**src/rtl/mib_cmd_slave.sv**
```systemverilog
// MIB bus slave: collects address/data phases from the MIB master and replays each one as a
// single command-bus transaction, returning the write ack or two read-data halves.
module mib_cmd_slave #(
  parameter logic [3:0]  P_MIB_MSN              = 4'h0,
  parameter int unsigned P_CMD_ACK_TIMEOUT_CLKS = 16
) (
  input  logic        i_sysclk,
  input  logic        i_srst,
  input  logic        i_mib_start,
  input  logic        i_mib_rd_wr_n,
  input  logic [15:0] i_mib_ad,
  output logic [15:0] o_mib_ad,
  output logic        o_mib_ad_oe,
  output logic        o_mib_slave_ack,
  output logic        o_cmd_sel,
  output logic        o_cmd_rd_wr_n,
  output logic [23:0] o_cmd_byte_addr,
  output logic [31:0] o_cmd_wdata,
  input  logic        i_cmd_ack,
  input  logic [31:0] i_cmd_rdata,
  output logic        o_cmd_timeout
);

  typedef enum logic [2:0] {
    StIdle,
    StAddr2,
    StWdata1,
    StWdata2,
    StCmdWait,
    StRdHi,
    StRdLo
  } state_e;

  // Last wait-counter value (counter is 0 in the sel cycle) on which an ack is still accepted.
  localparam logic [7:0] TimeoutLast = 8'(P_CMD_ACK_TIMEOUT_CLKS - 1);

  state_e      state_q;
  logic [7:0]  wait_cnt_q;
  logic [15:0] rdata_lo_q;
  logic [15:0] mib_ad_q;
  logic        mib_ad_oe_q;
  logic        mib_ack_q;
  logic        cmd_sel_q;
  logic        cmd_rd_wr_n_q;
  logic [23:0] cmd_addr_q;
  logic [31:0] cmd_wdata_q;
  logic        cmd_timeout_q;

  always_ff @(posedge i_sysclk) begin
    if (i_srst) begin
      state_q       <= StIdle;
      wait_cnt_q    <= '0;
      rdata_lo_q    <= '0;
      mib_ad_q      <= '0;
      mib_ad_oe_q   <= 1'b0;
      mib_ack_q     <= 1'b0;
      cmd_sel_q     <= 1'b0;
      cmd_rd_wr_n_q <= 1'b0;
      cmd_addr_q    <= '0;
      cmd_wdata_q   <= '0;
      cmd_timeout_q <= 1'b0;
    end else begin
      cmd_sel_q     <= 1'b0;
      cmd_timeout_q <= 1'b0;
      mib_ack_q     <= 1'b0;
      case (state_q)
        StIdle: begin
          if (i_mib_start && (i_mib_ad[7:4] == P_MIB_MSN)) begin
            cmd_rd_wr_n_q     <= i_mib_rd_wr_n;
            cmd_addr_q[23:16] <= i_mib_ad[7:0];
            if (i_mib_rd_wr_n) begin
              cmd_wdata_q <= '0;
            end
            state_q <= StAddr2;
          end
        end
        StAddr2: begin
          cmd_addr_q[15:0] <= i_mib_ad;
          if (cmd_rd_wr_n_q) begin
            cmd_sel_q  <= 1'b1;
            wait_cnt_q <= '0;
            state_q    <= StCmdWait;
          end else begin
            state_q <= StWdata1;
          end
        end
        StWdata1: begin
          cmd_wdata_q[31:16] <= i_mib_ad;
          state_q            <= StWdata2;
        end
        StWdata2: begin
          cmd_wdata_q[15:0] <= i_mib_ad;
          cmd_sel_q         <= 1'b1;
          wait_cnt_q        <= '0;
          state_q           <= StCmdWait;
        end
        StCmdWait: begin
          if (i_cmd_ack) begin
            mib_ack_q <= 1'b1;
            if (cmd_rd_wr_n_q) begin
              // High half goes out straight away; low half is parked for the next cycle.
              rdata_lo_q  <= i_cmd_rdata[15:0];
              mib_ad_q    <= i_cmd_rdata[31:16];
              mib_ad_oe_q <= 1'b1;
              state_q     <= StRdHi;
            end else begin
              state_q <= StIdle;
            end
          end else if (wait_cnt_q == TimeoutLast) begin
            cmd_timeout_q <= 1'b1;
            state_q       <= StIdle;
          end else begin
            wait_cnt_q <= wait_cnt_q + 8'd1;
          end
        end
        StRdHi: begin
          mib_ad_q    <= rdata_lo_q;
          mib_ad_oe_q <= 1'b1;
          mib_ack_q   <= 1'b1;
          state_q     <= StRdLo;
        end
        StRdLo: begin
          mib_ad_q    <= '0;
          mib_ad_oe_q <= 1'b0;
          state_q     <= StIdle;
        end
        default: begin
          mib_ad_q    <= '0;
          mib_ad_oe_q <= 1'b0;
          state_q     <= StIdle;
        end
      endcase
    end
  end

  assign o_mib_ad        = mib_ad_q;
  assign o_mib_ad_oe     = mib_ad_oe_q;
  assign o_mib_slave_ack = mib_ack_q;
  assign o_cmd_sel       = cmd_sel_q;
  assign o_cmd_rd_wr_n   = cmd_rd_wr_n_q;
  assign o_cmd_byte_addr = cmd_addr_q;
  assign o_cmd_wdata     = cmd_wdata_q;
  assign o_cmd_timeout   = cmd_timeout_q;

endmodule

```
**config.mk**
```make
export PLATFORM = sky130hd
export DESIGN_NAME = mib_cmd_slave
export DESIGN_NICKNAME = d
export VERILOG_FILES = /design/src/rtl/mib_cmd_slave.sv
export SDC_FILE = /design/constraint.sdc
export NUM_CORES = 1
export LEC_CHECK = 0
export BUFFER_PORTS_ARGS = -buffer_cell sky130_fd_sc_hd__clkbuf_2
export CORE_AREA = 2 2 83 117
export CTS_CLUSTER_DIAMETER = 200
export DETAILED_ROUTE_END_ITERATION = 8
export DIE_AREA = 0 0 85 119
export PLACE_DENSITY = 0.79
export SLEW_MARGIN = 30
export SYNTH_ARGS = -nofsm -noshare
export SYNTH_HDL_FRONTEND = slang
export SYNTH_SLANG_ARGS = --single-unit
```
**constraint.sdc**
```tcl
create_clock -name i_sysclk -period 1.77 [get_ports i_sysclk]
set_input_delay 0.177 -clock i_sysclk [delete_from_list [all_inputs] [get_ports i_sysclk]]
set_output_delay 0.177 -clock i_sysclk [all_outputs]
set_load 0.1 [all_outputs]
```
* After elaboration in Yosys (flattened, before gate mapping) *
Index checks and enable logic that the tools add are counted.
W data, S select, Z words.

word-level totals
  bits in registers = 104
  input bits = 53
  logic and storage cells = 70
  output and inout port bits = 77

cells by class
  equal/unequal tests = 14
  reductions and logical operators = 15
  bitwise logic cells = 2
  mux-type cells = 25
  $add $sub $neg = 1

operator list
  kind                   count
  $mux W32               2
  $pmux W16 S2           2
  $pmux W16 S3           1
  $mux W16               2
  $mux W8                3
  $pmux W8 S3            1
  $pmux W3 S6            1
  $mux W3                5
  $ne A2 B2 Y1 const B   7
  $reduce_and A3 Y1      4
  $add A8 B1 Y8 const B  1
  $eq A8 B4 Y1 const B   1
  $eq A3 B2 Y1 const B   2
  $eq A3 B3 Y1 const B   2
  $mux W1                5
  $logic_not A4 Y1       1
  $pmux W1 S2            2
  $reduce_and A2 Y1      2
  $reduce_and A4 Y1      1
  $reduce_bool A2 Y1     2
  $reduce_or A4 Y1       1
  $eq A3 B1 Y1 const B   1
  $logic_not A3 Y1       1
  $ne A3 B3 Y1 const B   1
  other kinds (5)        6

* Depth between registers and ports, before layout *
  depth after elaboration = 4
  gate-level depth with buffers = 7
  depth with buffers taken out = 5

* Worst setup path after synthesis *
OpenSTA, ideal clock, no wires.

  kind = flip-flop to flip-flop
  start point = register cmd_rd_wr_n_q (netlist: o_cmd_rd_wr_n)
  end point = register rdata_lo_q[10]
  stages on the path, launching flop included = 7
  setup time = 0.070 ns
  data required time = 1.700 ns
  path buffers = 2
  period minus slack after synthesis = 2.096 ns
  arrival time = 2.026 ns
  slack = -0.326 ns
  cell sequence = dfxtp_1 and2_1 and2_1 buf_2 clkbuf_1 nand2_1 a21oi_1

on the way
  word-level cells in the longest chain between the ends = 1

RTL lines
  element                      line  source
  start: declaration           44    logic cmd_rd_wr_n_q;
  start signal: assignment     69    cmd_rd_wr_n_q <= i_mib_rd_wr_n;
  $reduce_and A3 Y1 (no line)  n/a
  end signal: assignment       102   rdata_lo_q <= i_cmd_rdata[15:0];
  end: declaration             39    logic [15:0] rdata_lo_q;

Every way passes these cells.
A chain may end at the register's enable or synchronous reset.

* Worst setup path in the final report *
  start point = register wait_cnt_q[0]
  end point = register wait_cnt_q[3]

on the way
  word-level cells in the longest chain between the ends = 4
  elaborated cells between the ends (all ways) = 7
  classes of those cells = add/sub (1); eq/ne (2); mux (3); reduce/logical (1)

RTL lines
  element                   line  source
  start: declaration        38    logic [7:0] wait_cnt_q;
  start signal: assignment  113   wait_cnt_q <= wait_cnt_q + 8'd1;
  $add A8 B1 Y8             113
  $mux W8                   109   end else if (wait_cnt_q == TimeoutLast) begin
  $mux W8                   98    if (i_cmd_ack) begin
  $pmux W8 S3               66    case (state_q)

Several ways; a longest one is shown, not always the timed one. The select of a mux whose other input is x is not followed.

==> key figures <==
Outcome
  • Run status: complete, no violations

STA
  • Final setup violation count: 0
  • Number of slew-limit violations in the final report: 0
  • Worst hold-check slack: between 0.04 and 0.05 ns
  • Setup total negative slack: 0 ns
  • Worst Setup Slack, final: approximately 0.11 ns
  • Worst slew margin: between 50 and 60%
  • Clock Skews: just over 0.008 ns
  • Hold violation total from the final report: 0
  • Fin crit share: around 94%
  • Period minus WS final: 1.66 ns
  • Least-Margin Pin Slew: around 0.6 ns
  • Max Clk Rate: around 600 MHz

Clock network
  • Number of buffers added to fix hold violations after cts: 0
  • Reg clk slew, reported paths: around 0.070 ns
  • CTS tree: done
  • Buffer count from post-CTS setup fixing: 0
  • Count of H-tree levels built during CTS: 3
  • Number of clock sinks: between 100 and 150
  • Worst-skew pair later-pin latency: between 0.3 and 0.4 ns
  • Clock root buffer: clkbuf_16
  • Number of clock buffers inserted by TritonCTS: 9
  • Buffer depth of the longest clock path: 2

Finish
  • Antenna cell count: 0
  • Area delta synth->final: 29.5%
  • Area used by multi-input combinational logic: ~1800 µm²
  • Share of post-route cells with drive strength above 1: ~33%
  • Number of filler cells placed in the layout: approximately 830
  • Share of the core filled with cells: between 50% and 60%
  • Number of nets in the layout: between 600 and 700
  • Flip-flop and latch area: between 2000 and 2500 µm²

Synth
  • Prevailing post-synth register cell: dfxtp_1
  • Number of standard cells after synthesis: ~450
  • Number of synthesized flops with an enable pin: 0
  • Leading cell types by total area after synthesis: dfxtp_1 (52%), nand2_1 (8.2%), a21oi_1 (7.0%)
  • Syn_nets: about 500
  • Number of distinct standard cells referenced by the synthesized netlist: 42
  • Most area-hungry cell type in the Yosys netlist: dfxtp_1
  • Yosys warnings: 0
  • Flip-flop and latch count after synthesis: roughly 100
  • Top-count cell post-synth: dfxtp_1
  • Proportion of synthesized chip area in sequential cells: a little over half
  • Cell Area, Synth: 3990 µm²
  • FFs w/ async S/R, synth: 0%
  • Fraction of synthesized cell area taken by the top area cell type: 52.2%
  • Mapped Avg Cell Area: just under 9 µm²
  • Leading post-synthesis cells by instance count: dfxtp_1 (104), nand2_1 (87), a21oi_1 (56)

Die
  • Vert. Die Dim: 119 µm
  • Die X-Extent: between 80 and 90 µm
  • Cell Rows: between 40 and 50
  • IO Count: 130
  • DIE AREA: 10100 µm²
  • Core box area: around 9000 µm²
  • Starting Density: 43.3%

Route
  • Drt drc: 0
  • Routed wire per std cell: around 15 µm
  • Via density per instance: between 5 and 6
  • Residual antenna-violating net count after detailed routing: 0
  • Vias after detailed routing: ~3800
  • Router iterations before antenna repair: 5
  • Final wirelength: about 11000 µm
  • Starting DRT DRC Count: 200

Job
  • Max capacitance violation total: 0

GRT
  • Overflow after GRT: 0
  • Vias in the first global route: approximately 3500
  • Global-route wire length before repair: ~17000 µm
  • Antenna violations before repair: 0
  • GRT Util Overall: between 20% and 30%
  • Maximum number of pins on one net before global-route repair: 62

Power
  • Sw Pwr: between 0.001 and 0.0015 W
  • P_leak: around 2.1 nW
  • Reg power frac: 52.0%
  • Power Density: 882 nW/µm²
  • Maximum vdd drop: 686 µV
  • Internal Power: around 0.0034 W
  • Proportion of power drawn by combinational gates: under 10%
  • Clk network pwr share: 40.9%
  • Switching Share: between 20% and 30%

Placement
  • Total of buffers placed on input and output ports: between 100 and 150
  • Gpl congestion: around 0.83
  • Worst-case setup slack after placement: -0.0116 ns
  • Post-DP HPWL: between 7000 and 8000 µm

Critical path
  • Class of the most critical setup path: register to register
  • Worst-path maximum fanout: 5
  • CP Data Required Time: roughly 2.0 ns
  • Crit end category: register
  • Arrival time worst endpoint: 1.87 ns
  • Startpoint types: register

Hold path
  • Class of the tightest hold or removal check: input pin to register
[logic make-up after synthesis]
| family | count (synthesis) | synth area share [%] |
|---|---|---|
| AOI/OAI and AO/OA | 138 | 22.7 |
| adders and majority gates | 1 | 0.314 |
| buffers and inverters | 37 | 4.11 |
| DFF | 104 | 52.2 |
| muxes | 5 | 1.26 |
| and+or+nand+nor | 162 | 19.3 |
[worst max-delay path, cell delays in order (launching register included)]
cell and delay (ns):
dfxtp_2 0.38, ha_4 0.16, nand4b_1 0.17, o41ai_2 0.41, buf_4 0.21, or3_1 0.11, a31oi_1 0.08
[sequential cells by signal, summed over array words and instances (netlist names)]
name             cells
o_mib_ad_oe          1
o_mib_ad            16
wait_cnt_q           8
o_cmd_timeout        1
o_cmd_sel            1
rdata_lo_q          16
state_q              3
o_cmd_byte_addr     24
o_cmd_wdata         32
o_mib_slave_ack      1
o_cmd_rd_wr_n        1
[area by class of cell]
class / instances / area share (%)
Clock buffer: 10 / 4.44
Multi-Input combinational cell: 306 / 34.6
Clock inverter: 6 / 0.994
Inverter: 5 / 0.364
Tap cell: 110 / 2.67
Timing Repair Buffer: 155 / 16.5
Sequential cell: 104 / 40.4
[placed cells by master (no fill, tap or decap), types with 5 or more instances in the layout]
| master | count |
|---|---|
| a21oi_1 | 56 |
| a22o_1 | 31 |
| a22oi_1 | 16 |
| a31oi_1 | 6 |
| and2_1 | 7 |
| buf_4 | 25 |
| clkbuf_16 | 9 |
| clkbuf_2 | 128 |
| dfxtp_1 | 100 |
| inv_1 | 5 |
| mux2i_1 | 5 |
| nand2_1 | 87 |
| nand3_1 | 10 |
| nor2_1 | 30 |
| o21ai_0 | 18 |
[worst paths after layout]
path	startpoint	end	slack, ns	depth (start not counted)
worst max register to register	wait_cnt_q[0]	wait_cnt_q[3]	0.11	6
worst max-delay path	wait_cnt_q[0]	wait_cnt_q[3]	0.11	6
worst min register to register	rdata_lo_q[1]	rdata_lo_q[1]	0.45	2
worst min-delay path	i_cmd_rdata[1]	rdata_lo_q[1]	0.05	3
[metal layers]
layer | track usage, % | up-vias | share of wire, % | routed length, µm
li1 | - | 1837 | - | -
met1 | 24.8 | 1838 | 42 | 4440
met2 | 33.4 | 129 | 51 | 5380
met3 | 3.47 | 24 | 4.3 | 451
met4 | 12.0 | 0 | 3.0 | 322
met5 | 0 | - | 0 | 0
[stage by stage]
stage,std cells,power (W),area [µm²]
after detailed placement,680,0.00274,4840
after floorplan,447,0.00262,3990
after CTS,696,0.00459,5130
final,696,0.00455,5160
after global routing,696,0.00471,5160
after global placement,680,0.00273,4840
[timing repair]
action / CTS / global route
endpoints found under the setup margin: 4 / 62
resized for setup: 1 / 9
pin swaps: 0 / 1
[power groups by stage]
| stage | registers, W | clock network (W) | logic (W) |
|---|---|---|---|
| 3_5_place_dp | 0.00242 | 0 | 0.000319 |
| 2_1_floorplan | 0.00252 | 0 | 0.0000940 |
| 5_1_grt | 0.00237 | 0.00200 | 0.000344 |
| 6_report | 0.00237 | 0.00186 | 0.000325 |
| 4_1_cts | 0.00237 | 0.00191 | 0.000320 |
| 3_3_place_gp | 0.00242 | 0 | 0.000314 |
Note: power is estimated with default switching activity, not from simulation.
